==> src/rtl/ahb_pkg.sv <==
// Shared AHB-Lite encodings, master FSM state and be-decode payload.
// Used by ahb_be_decode and ahb_ri5cy_master.
package ahb_pkg;

    typedef enum logic [1:0] {
        HTRANS_IDLE   = 2'b00,
        HTRANS_BUSY   = 2'b01,
        HTRANS_NONSEQ = 2'b10,
        HTRANS_SEQ    = 2'b11
    } htrans_e;

    typedef enum logic [2:0] {
        HSIZE_BYTE     = 3'b000,
        HSIZE_HALFWORD = 3'b001,
        HSIZE_WORD     = 3'b010
    } hsize_e;

    localparam logic [2:0] HBURST_SINGLE = 3'b000;

    typedef enum logic [1:0] {
        ST_IDLE = 2'b00,
        ST_DATA = 2'b01,
        ST_ERR1 = 2'b10
    } ahb_state_e;

    typedef struct packed {
        logic [2:0] hsize;
        logic [1:0] offset;
    } be_dec_t;

endpackage

==> src/rtl/ahb_be_decode.sv <==
// Maps core byte enables onto AHB transfer size and byte offset.
module ahb_be_decode
    import ahb_pkg::*;
(
    input  logic [3:0] i_be,
    output be_dec_t    o_dec
);

    always_comb begin
        o_dec.hsize  = HSIZE_WORD;
        o_dec.offset = 2'b00;
        case (i_be)
            4'b0011: o_dec.hsize = HSIZE_HALFWORD;
            4'b1100: begin
                o_dec.hsize  = HSIZE_HALFWORD;
                o_dec.offset = 2'b10;
            end
            4'b0001: o_dec.hsize = HSIZE_BYTE;
            4'b0010: begin
                o_dec.hsize  = HSIZE_BYTE;
                o_dec.offset = 2'b01;
            end
            4'b0100: begin
                o_dec.hsize  = HSIZE_BYTE;
                o_dec.offset = 2'b10;
            end
            4'b1000: begin
                o_dec.hsize  = HSIZE_BYTE;
                o_dec.offset = 2'b11;
            end
            default: ;
        endcase
    end

endmodule

==> src/rtl/ahb_ri5cy_master.sv <==
// AHB-Lite initiator for the RI5CY OBI-style port: combinational address phase,
// one outstanding data phase. Optional AHB_MASTER_RSP_REG_EN registers the response.
module ahb_ri5cy_master
    import ahb_pkg::*;
#(
    parameter int unsigned AHB_ADDR_WIDTH = 32,
    parameter int unsigned AHB_DATA_WIDTH = 32,
    parameter logic [3:0]  HPROT_VAL      = 4'b0011
)(
    input  logic                      clk,
    input  logic                      rst,
    input  logic                      req_i,
    output logic                      gnt_o,
    input  logic [AHB_ADDR_WIDTH-1:0] addr_i,
    input  logic                      we_i,
    input  logic [3:0]                be_i,
    input  logic [AHB_DATA_WIDTH-1:0] wdata_i,
    output logic                      rvalid_o,
    output logic [AHB_DATA_WIDTH-1:0] rdata_o,
    output logic                      err_o,
    output logic [AHB_ADDR_WIDTH-1:0] haddr_o,
    output logic                      hwrite_o,
    output logic [2:0]                hsize_o,
    output logic [2:0]                hburst_o,
    output logic [3:0]                hprot_o,
    output logic [1:0]                htrans_o,
    output logic                      hmastlock_o,
    output logic [AHB_DATA_WIDTH-1:0] hwdata_o,
    input  logic [AHB_DATA_WIDTH-1:0] hrdata_i,
    input  logic                      hready_i,
    input  logic                      hresp_i
);

    ahb_state_e                r_state;
    ahb_state_e                w_state_nxt;
    logic                      r_valid;
    logic                      w_valid_nxt;
    logic [AHB_DATA_WIDTH-1:0] r_hwdata;
    be_dec_t                   w_dec;
    logic                      w_cancel;
    logic                      w_gnt;
    logic                      w_rvalid;
    logic                      w_err;
    logic                      w_unused_addr_lo;

    ahb_be_decode u_be_decode (
        .i_be  (be_i),
        .o_dec (w_dec)
    );

    // ERR1 blocks the address phase; reset blocks it so nothing is granted into a lost stage.
    assign w_cancel = rst || (r_state == ST_ERR1);
    assign w_gnt    = req_i && hready_i && !w_cancel;
    assign w_rvalid = r_valid && hready_i && !rst;
    assign w_err    = w_rvalid && hresp_i;

    // Low address bits are replaced by the be-derived byte offset.
    assign w_unused_addr_lo = ^addr_i[1:0];

    assign haddr_o     = {addr_i[AHB_ADDR_WIDTH-1:2], w_dec.offset};
    assign hwrite_o    = we_i;
    assign hsize_o     = w_dec.hsize;
    assign hburst_o    = HBURST_SINGLE;
    assign hprot_o     = HPROT_VAL;
    assign htrans_o    = (req_i && !w_cancel) ? HTRANS_NONSEQ : HTRANS_IDLE;
    assign hmastlock_o = 1'b0;
    assign gnt_o       = w_gnt;
    assign hwdata_o    = r_hwdata;

    always_ff @(posedge clk) begin
        if (rst) begin
            r_state  <= ST_IDLE;
            r_valid  <= 1'b0;
            r_hwdata <= '0;
        end else begin
            r_state <= w_state_nxt;
            r_valid <= w_valid_nxt;
            if (w_gnt) begin
                r_hwdata <= wdata_i;
            end
        end
    end

    // Next-state: a grant always opens a data phase; hready releases the current one.
    always_comb begin
        w_state_nxt = r_state;
        w_valid_nxt = r_valid;
        if (w_gnt) begin
            w_valid_nxt = 1'b1;
        end else if (hready_i) begin
            w_valid_nxt = 1'b0;
        end
        case (r_state)
            ST_IDLE: begin
                if (w_gnt) begin
                    w_state_nxt = ST_DATA;
                end
            end
            ST_DATA: begin
                if (hready_i) begin
                    w_state_nxt = w_gnt ? ST_DATA : ST_IDLE;
                end else if (hresp_i) begin
                    w_state_nxt = ST_ERR1;
                end
            end
            ST_ERR1: begin
                if (hready_i) begin
                    w_state_nxt = ST_IDLE;
                end
            end
            default: w_state_nxt = ST_IDLE;
        endcase
    end

`ifdef AHB_MASTER_RSP_REG_EN
    logic                      r_rvalid;
    logic [AHB_DATA_WIDTH-1:0] r_rdata;
    logic                      r_err;

    always_ff @(posedge clk) begin
        if (rst) begin
            r_rvalid <= 1'b0;
            r_rdata  <= '0;
            r_err    <= 1'b0;
        end else begin
            r_rvalid <= w_rvalid;
            r_rdata  <= hrdata_i;
            r_err    <= w_err;
        end
    end

    assign rvalid_o = r_rvalid;
    assign rdata_o  = r_rdata;
    assign err_o    = r_err;
`else
    assign rvalid_o = w_rvalid;
    assign rdata_o  = hrdata_i;
    assign err_o    = w_err;
`endif

endmodule
==> config.mk <==
export PLATFORM = sky130hd
export DESIGN_NAME = ahb_ri5cy_master
export DESIGN_NICKNAME = d
export VERILOG_FILES = /design/src/rtl/ahb_pkg.sv /design/src/rtl/ahb_be_decode.sv /design/src/rtl/ahb_ri5cy_master.sv
export SDC_FILE = /design/constraint.sdc
export NUM_CORES = 1
export LEC_CHECK = 0
export ABC_AREA = 1
export BUFFER_PORTS_ARGS = -buffer_cell sky130_fd_sc_hd__buf_2
export CAP_MARGIN = 20
export CORE_MARGIN = 5
export CORE_UTILIZATION = 38
export CTS_BUF_LIST = sky130_fd_sc_hd__clkbuf_16
export DETAILED_ROUTE_END_ITERATION = 12
export PLACE_DENSITY = 0.81
export SYNTH_ARGS = -nofsm -noshare
export SYNTH_HDL_FRONTEND = slang
export SYNTH_HIERARCHICAL = 1
export SYNTH_SLANG_ARGS = --single-unit
==> constraint.sdc <==
create_clock -name clk -period 1.12 [get_ports clk]
set_clock_uncertainty 0.05 [all_clocks]
set_input_delay 0.168 -clock clk [delete_from_list [all_inputs] [get_ports clk]]
set_output_delay 0.168 -clock clk [all_outputs]
set_load 0.01 [all_outputs]
==> results of run 1 <==
## cell usage after synthesis (all sizes together)
cell / instances
nor3: 1
and3: 1
buf: 87
nand4: 33
conb: 3
dfxtp: 35
inv: 110
a21oi: 2
nor2: 38
o31ai: 1
nor4: 1
nand3: 3
nand2: 79
clkbuf: 2
## registers in the layout (all words and copies together) (netlist names)
| name | flops |
|---|---|
| r_state | 2 |
| hwdata_o | 32 |
| r_valid | 1 |
## worst register-to-register path, stage by stage, from the launching register on
cell and delay [ps]:
dfxtp_2 330, inv_2 50, nand2_4 80, nand3_4 100
buf_6 150, clkbuf_16 170, nand2_4 70, inv_2 20
nor2_1 70
## cells in the final DEF (no fill, tap or decap), types with 14 or more instances in the layout
master and n:
inv_1 88, buf_2 78, nand2_1 50, nand4_1 33, dfxtp_1 33, nor2_1 31, inv_2 22, nand2_2 15
nand2_4 14
## layer usage
layer | up-vias | wire [um] | global-route usage [%]
li1 | 1110 | - | -
met1 | 982 | 2190 | 13.9
met2 | 86 | 2790 | 21.4
met3 | 8 | 484 | 4.55
met4 | 0 | 48 | 3.67
met5 | - | 0 | 0
## per-stage QoR
step / util (%) / instances
2_1_floorplan: - / 403
3_3_place_gp: 39.4 / 483
3_5_place_dp: 39.4 / 483
4_1_cts: 42.8 / 498
5_1_grt: 46.3 / 500
6_report: 46.3 / 500
## cell type report
class	instances	area share (%)
Multi-Input combinational cell	169	31.3
Inverter	110	14.0
Clock inverter	3	0.508
Sequential cell	35	23.8
Tap cell	77	3.26
Timing Repair Buffer	101	22.9
Clock buffer	5	4.23
## power breakdown
group	internal, mW	switching, mW	total, mW	leakage, nW
clock network	0.810	0.494	1.30	0.0733
logic	0.294	0.376	0.670	1.37
registers	1.31	0.0310	1.34	0.287
total	2.42	0.901	3.32	1.73
## how the worst max path moves through the flow
| stage | slack [ps] | end |
|---|---|---|
| final | -100 | htrans_o[1] |
| after detailed placement | -80 | hwdata_o[15] |
| after CTS | -110 | htrans_o[1] |
| after global routing | -140 | htrans_o[1] |
| after floorplan | 10 | htrans_o[1] |
| after global placement | -30 | hwdata_o[11] |
## cell families after synthesis
kind of cell,Yosys count,share of synthesized area [%]
buf+inv,199,42.9
simple gates,156,27.9
flops,35,28.1
compound gates,3,0.702
other cells,3,0.451
## repair_timing
item                                    CTS  global route
endpoints found under the setup margin   34            37
gates cloned                              0             2
pin swaps                                 6            36
resized for setup                         9            77
setup buffers                             7             3
==> flow_summary.json, run 1 <==
{
  "rr_endpoint": "hwdata_o[23]",
  "setup_ws_ps": -99.5,
  "netlist-cell-type-count": 20,
  "status": "finished with violations",
  "hold_path.class": "input pin to flop",
  "core_mm2": 0.00639,
  "grt_max_degree": 41,
  "drt-wirelength-per-cell_um": 11.0,
  "place_congestion": 0.718,
  "crit_chain": "inv_2, nand2_4, and3_4, buf_6",
  "slowest_stage": "dfxtp_2",
  "ios": 219,
  "htree_levels": 2,
  "grt.overflow.total": 0,
  "whs_endpoint": "r_valid",
  "critPathCaptureType": "primary output",
  "path_buf_inv": 2,
  "grt_pass1_wl_um": 8690,
  "io_buffers": 80,
  "p_leak_nw": 1.73,
  "detail_route.iter0.violations": 60,
  "layout_worst_path_cycle_share_pct": 109,
  "synth_seq_cells": 35,
  "critPathTopFamily": "flip-flops",
  "start_kind": "flop",
  "clock-sinks": 35,
  "dr.pass1.iters": 5,
  "yosysWarnings": 6,
  "final.fill_count": 659,
  "worst_skew_pair.late_latency_ps": 270,
  "synth_cells": 396,
  "drt-total-wl_um": 5510,
  "fin_tns_setup_ps": -357,
  "design_area_mm2": 0.00296,
  "crit_path_max_incr_delay_ps": 330,
  "ff2ff_path_depth": 8,
  "multi_input_area_um2": 926,
  "cp.depth": 4,
  "antenna_found_initial": 0,
  "power_density_mw_per_mm2": 1120,
  "max_freq_ghz": 0.820,
  "violations": "setup timing",
  "syn_area_per_cell_um2": 6.30,
  "worstHoldPathCells": 2,
  "path_clk_slew_ps": 50,
  "vias": 2186,
  "fin_nets": 528,
  "postPlaceCellArea_mm2": 0.00251,
  "die_h_um": 91.0,
  "yosys.area.top_type_share_pct": 28.1,
  "grt_pass1_vias": 2009,
  "via_per_inst": 4.37,
  "rrSetupSlack_ps": -20,
  "path_max_fanout": 4,
  "floorplan.die_area_mm2": 0.00829,
  "drc": 0,
  "grt_setup_unrepaired": "yes",
  "hpwl_um": 3840,
  "period_needed_ps": 1220,
  "cts_made_buffers": 5,
  "setup_violations": 15,
  "worstPathArrival_ps": 1000,
  "antenna_cells": 0,
  "criticalPathCategory": "flop to primary output",
  "r2r-start": "r_state[0]",
  "track_usage_pct": 12.3,
  "cts_root_buffer": "clkbuf_16",
  "synthToLayoutAreaGrowth_pct": 18.5,
  "maxCapViolCount": 0,
  "drtAntennaViolNets": 0,
  "die_x_um": 91.0,
  "critPathRequiredTime_ps": 900,
  "start_util_pct": 39.1,
  "synth.cell_area_mm2": 0.00249,
  "dp_slack_ps": -84.8,
  "max-clock-path-buffers": 2,
  "cts_tree": "built",
  "ctsHoldBuffers": 0,
  "rows": 29,
  "yosys.area.top_type": "dfxtp_1",
  "worst_ir_drop_vdd_v": 0.000523,
  "drive_above_1_share_pct": 41.1,
  "whs_ps": 75.6,
  "synth_area_leaders": "dfxtp_1 (28%), buf_4 (22%), inv_1 (16%)",
  "drv_slew": 0,
  "ff_latch_area_um2": 703,
  "crit_start": "r_state[0]",
  "power_mw": 3.32,
  "hold_viol": 0,
  "min_from": "hready_i",
  "ys_seq_area_share_pct": 28.1
}
Power figures use the tool's default switching activity.
==> run 2: changes to the inputs <==
Settings changed: SKIP_CTS_REPAIR_TIMING from default to 1.
==> run 2 against run 1 <==
The flow still finishes with violations (setup timing). Power decreased by 2.9%. Sequential share of layout area grew 1.7 points. Final area decreased by 6.4%. Die area unchanged. Setup slack worse by 22 ps. First-iteration DRC count is 17% higher. Critical path depth increased by 1. Sequential power is essentially flat. Critical endpoint is now gnt_o. Largest power group unchanged.
==> flow_summary.json, run 2 (synthesis results as in run 1) <==
{
  "cts_root_buffer": "clkbuf_16",
  "largest_reg_flops": 32,
  "clock-sinks": 35,
  "internal-power_mw": 2.37,
  "grt_max_degree": 41,
  "layout_common_cells": "inv_1 (105), buf_2 (79), nand2_1 (78)",
  "setup_ws_ps": -122,
  "cts_tree": "built",
  "critPathRequiredTime_ps": 900,
  "path_max_fanout": 7,
  "core_mm2": 0.00639,
  "met3_usage_pct": 4.55,
  "max-clock-path-buffers": 2,
  "power_mw": 3.22,
  "final_common_cell": "inv_1",
  "seqPwrFrac_pct": 41.7,
  "status": "finished with violations",
  "start_kind": "flop",
  "io_buffers": 80,
  "hpwl_um": 3840,
  "met1_usage_pct": 13.9,
  "path_buf_inv": 3,
  "crit_chain": "inv_2, nand2_4, nand3_4, inv_2, buf_6",
  "start_util_pct": 39.1,
  "maxCapViolCount": 0,
  "slowest_stage": "dfxtp_2",
  "antenna_cells": 0,
  "final.fill_count": 665,
  "crit_path_max_incr_delay_ps": 330,
  "p_sw_share_pct": 26.2,
  "rows": 29,
  "floorplan.die_area_mm2": 0.00829,
  "cts_made_buffers": 5,
  "path_clk_slew_ps": 50,
  "setup_violations": 24,
  "violations": "setup timing",
  "detail_route.iter0.violations": 70,
  "drive_above_1_share_pct": 29.3,
  "postPlaceCellArea_mm2": 0.00251,
  "drtAntennaViolNets": 0,
  "htree_levels": 2,
  "period_needed_ps": 1240,
  "grt_pass1_wl_um": 8500,
  "worstPathArrival_ps": 1020,
  "use_met2_pct": 20.6,
  "die_x_um": 91.0,
  "ios": 219,
  "hold_viol": 0,
  "comb_power_share_pct": 17.9,
  "drv_slew": 0,
  "grt_pass1_vias": 1960,
  "critPathCaptureType": "primary output",
  "p_clk_share_pct": 40.4,
  "p_leak_nw": 1.71,
  "synthToLayoutAreaGrowth_pct": 10.9,
  "dp_slack_ps": -84.8,
  "vias": 2119,
  "drt-wirelength-per-cell_um": 10.3,
  "design_area_mm2": 0.00277,
  "antenna_found_initial": 0,
  "drt-total-wl_um": 5160,
  "power_density_mw_per_mm2": 1160,
  "p_sw_uw": 845,
  "place_congestion": 0.718,
  "hold_path.class": "input pin to flop",
  "grt_setup_unrepaired": "yes",
  "grt.overflow.total": 0,
  "worst_skew_pair.late_latency_ps": 270,
  "worst_ir_drop_vdd_v": 0.000520,
  "path_common_cell": "inv_2",
  "drc": 0,
  "critPathTopFamily": "flip-flops",
  "max_freq_ghz": 0.805,
  "via_per_inst": 4.24,
  "die_h_um": 91.0,
  "layout_worst_path_cycle_share_pct": 111,
  "track_usage_pct": 12.0,
  "fin_nets": 528,
  "criticalPathCategory": "flop to primary output",
  "dr.pass1.iters": 5,
  "grt_busiest_layer": "met2"
}
==> run 2: cell types whose count changed in the layout (fill, tap and decap cells not counted), moves of 13 or more <==
cell / previous run / this run
nand2_4: 14 / 1
inv_1: 88 / 105
nand2_1: 50 / 78
nand2_2: 15 / 0
inv_2: 22 / 5
==> run 2: final timing paths <==
kind	end	slack, ps	cells after the start	startpoint
setup reg to reg	hwdata_o[19]	-60	8	r_state[0]
hold reg to reg	hwdata_o[29]	450	4	hwdata_o[29]
hold / removal	r_valid	70	2	hready_i
setup / recovery	gnt_o	-120	5	r_state[0]
==> run 2: area by class of cell <==
class	count	area (um2)	share of cell area (%)
flip-flops and latches	35	704	25.5
inverters	110	413	14.9
repair buffers	101	639	23.1
multi-input cells	169	773	28.0
well taps	77	96.3	3.48
clock buffers	5	125	4.52
clock inverters	3	15.0	0.543
==> run 2: routing by layer <==
layer | part of all wire (%) | up-vias
met4 | 0.93 | 0
met1 | 42 | 920
met2 | 48 | 84
met3 | 9.2 | 8
met5 | 0 | -
li1 | - | 1107
==> run 2: stage by stage <==
stage | hold WS (ps) | TNS [ps] | instances | utilization, %
after floorplan | 187 | 0 | 403 | -
after global placement | 286 | -489 | 483 | 39.4
after detailed placement | 286 | -1710 | 483 | 39.4
after CTS | 65.6 | -2990 | 491 | 41.6
after global routing | 75.1 | -3300 | 500 | 43.3
final | 68.3 | -1310 | 500 | 43.3
==> run 2: power groups by stage <==
stage	registers (mW)	clock network [mW]	logic, mW
floorplan	1.40	0	0.561
global placement	1.36	0	0.537
detailed placement	1.37	0	0.550
CTS	1.34	1.36	0.552
global route	1.35	1.43	0.661
finish	1.34	1.30	0.576
==> run 3: changes to the inputs <==
==> constraint.sdc (replaced) <==
create_clock -name clk -period 1.12 [get_ports clk]
set_clock_uncertainty 0.05 [all_clocks]
set_input_delay 0.224 -clock clk [delete_from_list [all_inputs] [get_ports clk]]
set_output_delay 0.224 -clock clk [all_outputs]
set_load 0.01 [all_outputs]
==> run 3 against run 2 <==
The run still ends with setup timing left. Die area did not move. Setup slack worse by 75 ps. Clock-buffer cell count stayed put. Via count grew 0.57%. Wire length grew 2.9%. Final cell count down 0.60%. Hold slack better by 47 ps. Power increased by 0.54%. Combinational power rose by 7.3%. Final area increased by 2.4%. Global-route usage decreased by 0.35 points. Sequential power is essentially flat. Largest power group unchanged.
==> flow_summary.json, run 3 (synthesis results as in run 1) <==
{
  "status": "finished with violations",
  "violations": "setup timing",
  "path_clk_slew_ps": 60,
  "detail_route.iter0.violations": 60,
  "max_freq_ghz": 0.759,
  "ios": 219,
  "power_mw": 3.24,
  "worstPathArrival_ps": 1040,
  "io_buffers": 80,
  "via_per_inst": 4.29,
  "grt.overflow.total": 0,
  "critPathRequiredTime_ps": 850,
  "p_leak_nw": 1.71,
  "start_util_pct": 39.1,
  "design_area_mm2": 0.00283,
  "setup_ws_ps": -197,
  "final_common_cell": "inv_1",
  "core_mm2": 0.00639,
  "period_needed_ps": 1320,
  "die_h_um": 91.0,
  "synthToLayoutAreaGrowth_pct": 13.5,
  "grt_max_degree": 41,
  "drt-wirelength-per-cell_um": 10.7,
  "largest_reg_flops": 32,
  "drive_above_1_share_pct": 32.9,
  "place_congestion": 0.723,
  "vias": 2131,
  "drtAntennaViolNets": 0,
  "drc": 0,
  "worst_skew_pair.late_latency_ps": 270,
  "seqPwrFrac_pct": 41.5,
  "grt_setup_unrepaired": "yes",
  "path_max_fanout": 5,
  "p_sw_uw": 855,
  "internal-power_mw": 2.38,
  "worst_ir_drop_vdd_v": 0.000637,
  "maxCapViolCount": 0,
  "track_usage_pct": 11.7,
  "cts_made_buffers": 5,
  "dr.pass1.iters": 4,
  "start_kind": "flop",
  "grt_pass1_wl_um": 8210,
  "whs_ps": 115,
  "comb_power_share_pct": 19.1,
  "clock-sinks": 35,
  "postPlaceCellArea_mm2": 0.00250,
  "power_density_mw_per_mm2": 1140,
  "p_clk_share_pct": 39.4,
  "grt_pass1_vias": 1877,
  "dp_slack_ps": -50.2,
  "antenna_found_initial": 0,
  "p_sw_share_pct": 26.4,
  "drv_slew": 0,
  "htree_levels": 2,
  "fin_nets": 525,
  "floorplan.die_area_mm2": 0.00829,
  "antenna_cells": 0,
  "cts_root_buffer": "clkbuf_16",
  "hold_path.class": "input pin to flop",
  "max-clock-path-buffers": 2,
  "die_x_um": 91.0,
  "layout_worst_path_cycle_share_pct": 118,
  "criticalPathCategory": "flop to primary output",
  "drt-total-wl_um": 5310,
  "hold_viol": 0,
  "setup_violations": 30,
  "layout_common_cells": "inv_1 (99), buf_2 (78), nand2_1 (70)",
  "critPathCaptureType": "primary output",
  "hpwl_um": 3720,
  "rows": 29,
  "cts_tree": "built"
}
run 3: changes by cell type in the layout (fill, tap and decap cells not counted), moves of 2 or more:
cell      before  now
nor2_2         2    7
inv_2          5   12
clkinv_1       0    2
clkinv_2       3    0
inv_1        105   99
buf_4         14   10
nor2_1        36   31
nand2_1       78   70
nand2_4        1    8
run 3: final cells by class:
class / count / area, um2
repair buffers: 98 / 641
fillers: 660 / 3550
well taps: 77 / 96.3
flip-flops and latches: 35 / 704
inverters: 110 / 413
multi-input cells: 169 / 842
clock buffers: 5 / 125
clock inverters: 3 / 11.3
run 3: routing by layer:
layer	share of wire [%]	GRT usage, %	wire [um]
met2	47	19.7	2490
met3	8.6	3.88	456
met1	42	13.2	2240
met4	2.2	5.38	117
met5	0	0	0
run 3: power groups by stage:
stage	logic (mW)	clock network, mW	registers (mW)
6_report	0.618	1.28	1.34
2_1_floorplan	0.561	0	1.40
5_1_grt	0.696	1.40	1.35
3_3_place_gp	0.533	0	1.36
4_1_cts	0.551	1.35	1.34
3_5_place_dp	0.547	0	1.37
run 3: stage by stage:
stage,TNS [ps],util (%),instances
3_5_place_dp,-981,39.2,483
5_1_grt,-3830,44.4,497
2_1_floorplan,-7.12,-,403
4_1_cts,-2420,41.3,491
6_report,-1830,44.4,497
3_3_place_gp,-292,39.2,483
run 3: path summary, 6_finish.rpt:
kind	start	end	slack, ps	cells after the start
setup / recovery	r_state[0]	htrans_o[1]	-200	4
hold / removal	hready_i	r_valid	110	2
setup reg to reg	r_state[0]	hwdata_o[25]	-90	8
hold reg to reg	hwdata_o[19]	hwdata_o[19]	450	4
run 3: worst max-delay path, cell delays in order, from the launching register on:
cell	delay (ps)
dfxtp_2	330
inv_2	50
nand2_4	100
and3_4	190
buf_6	100
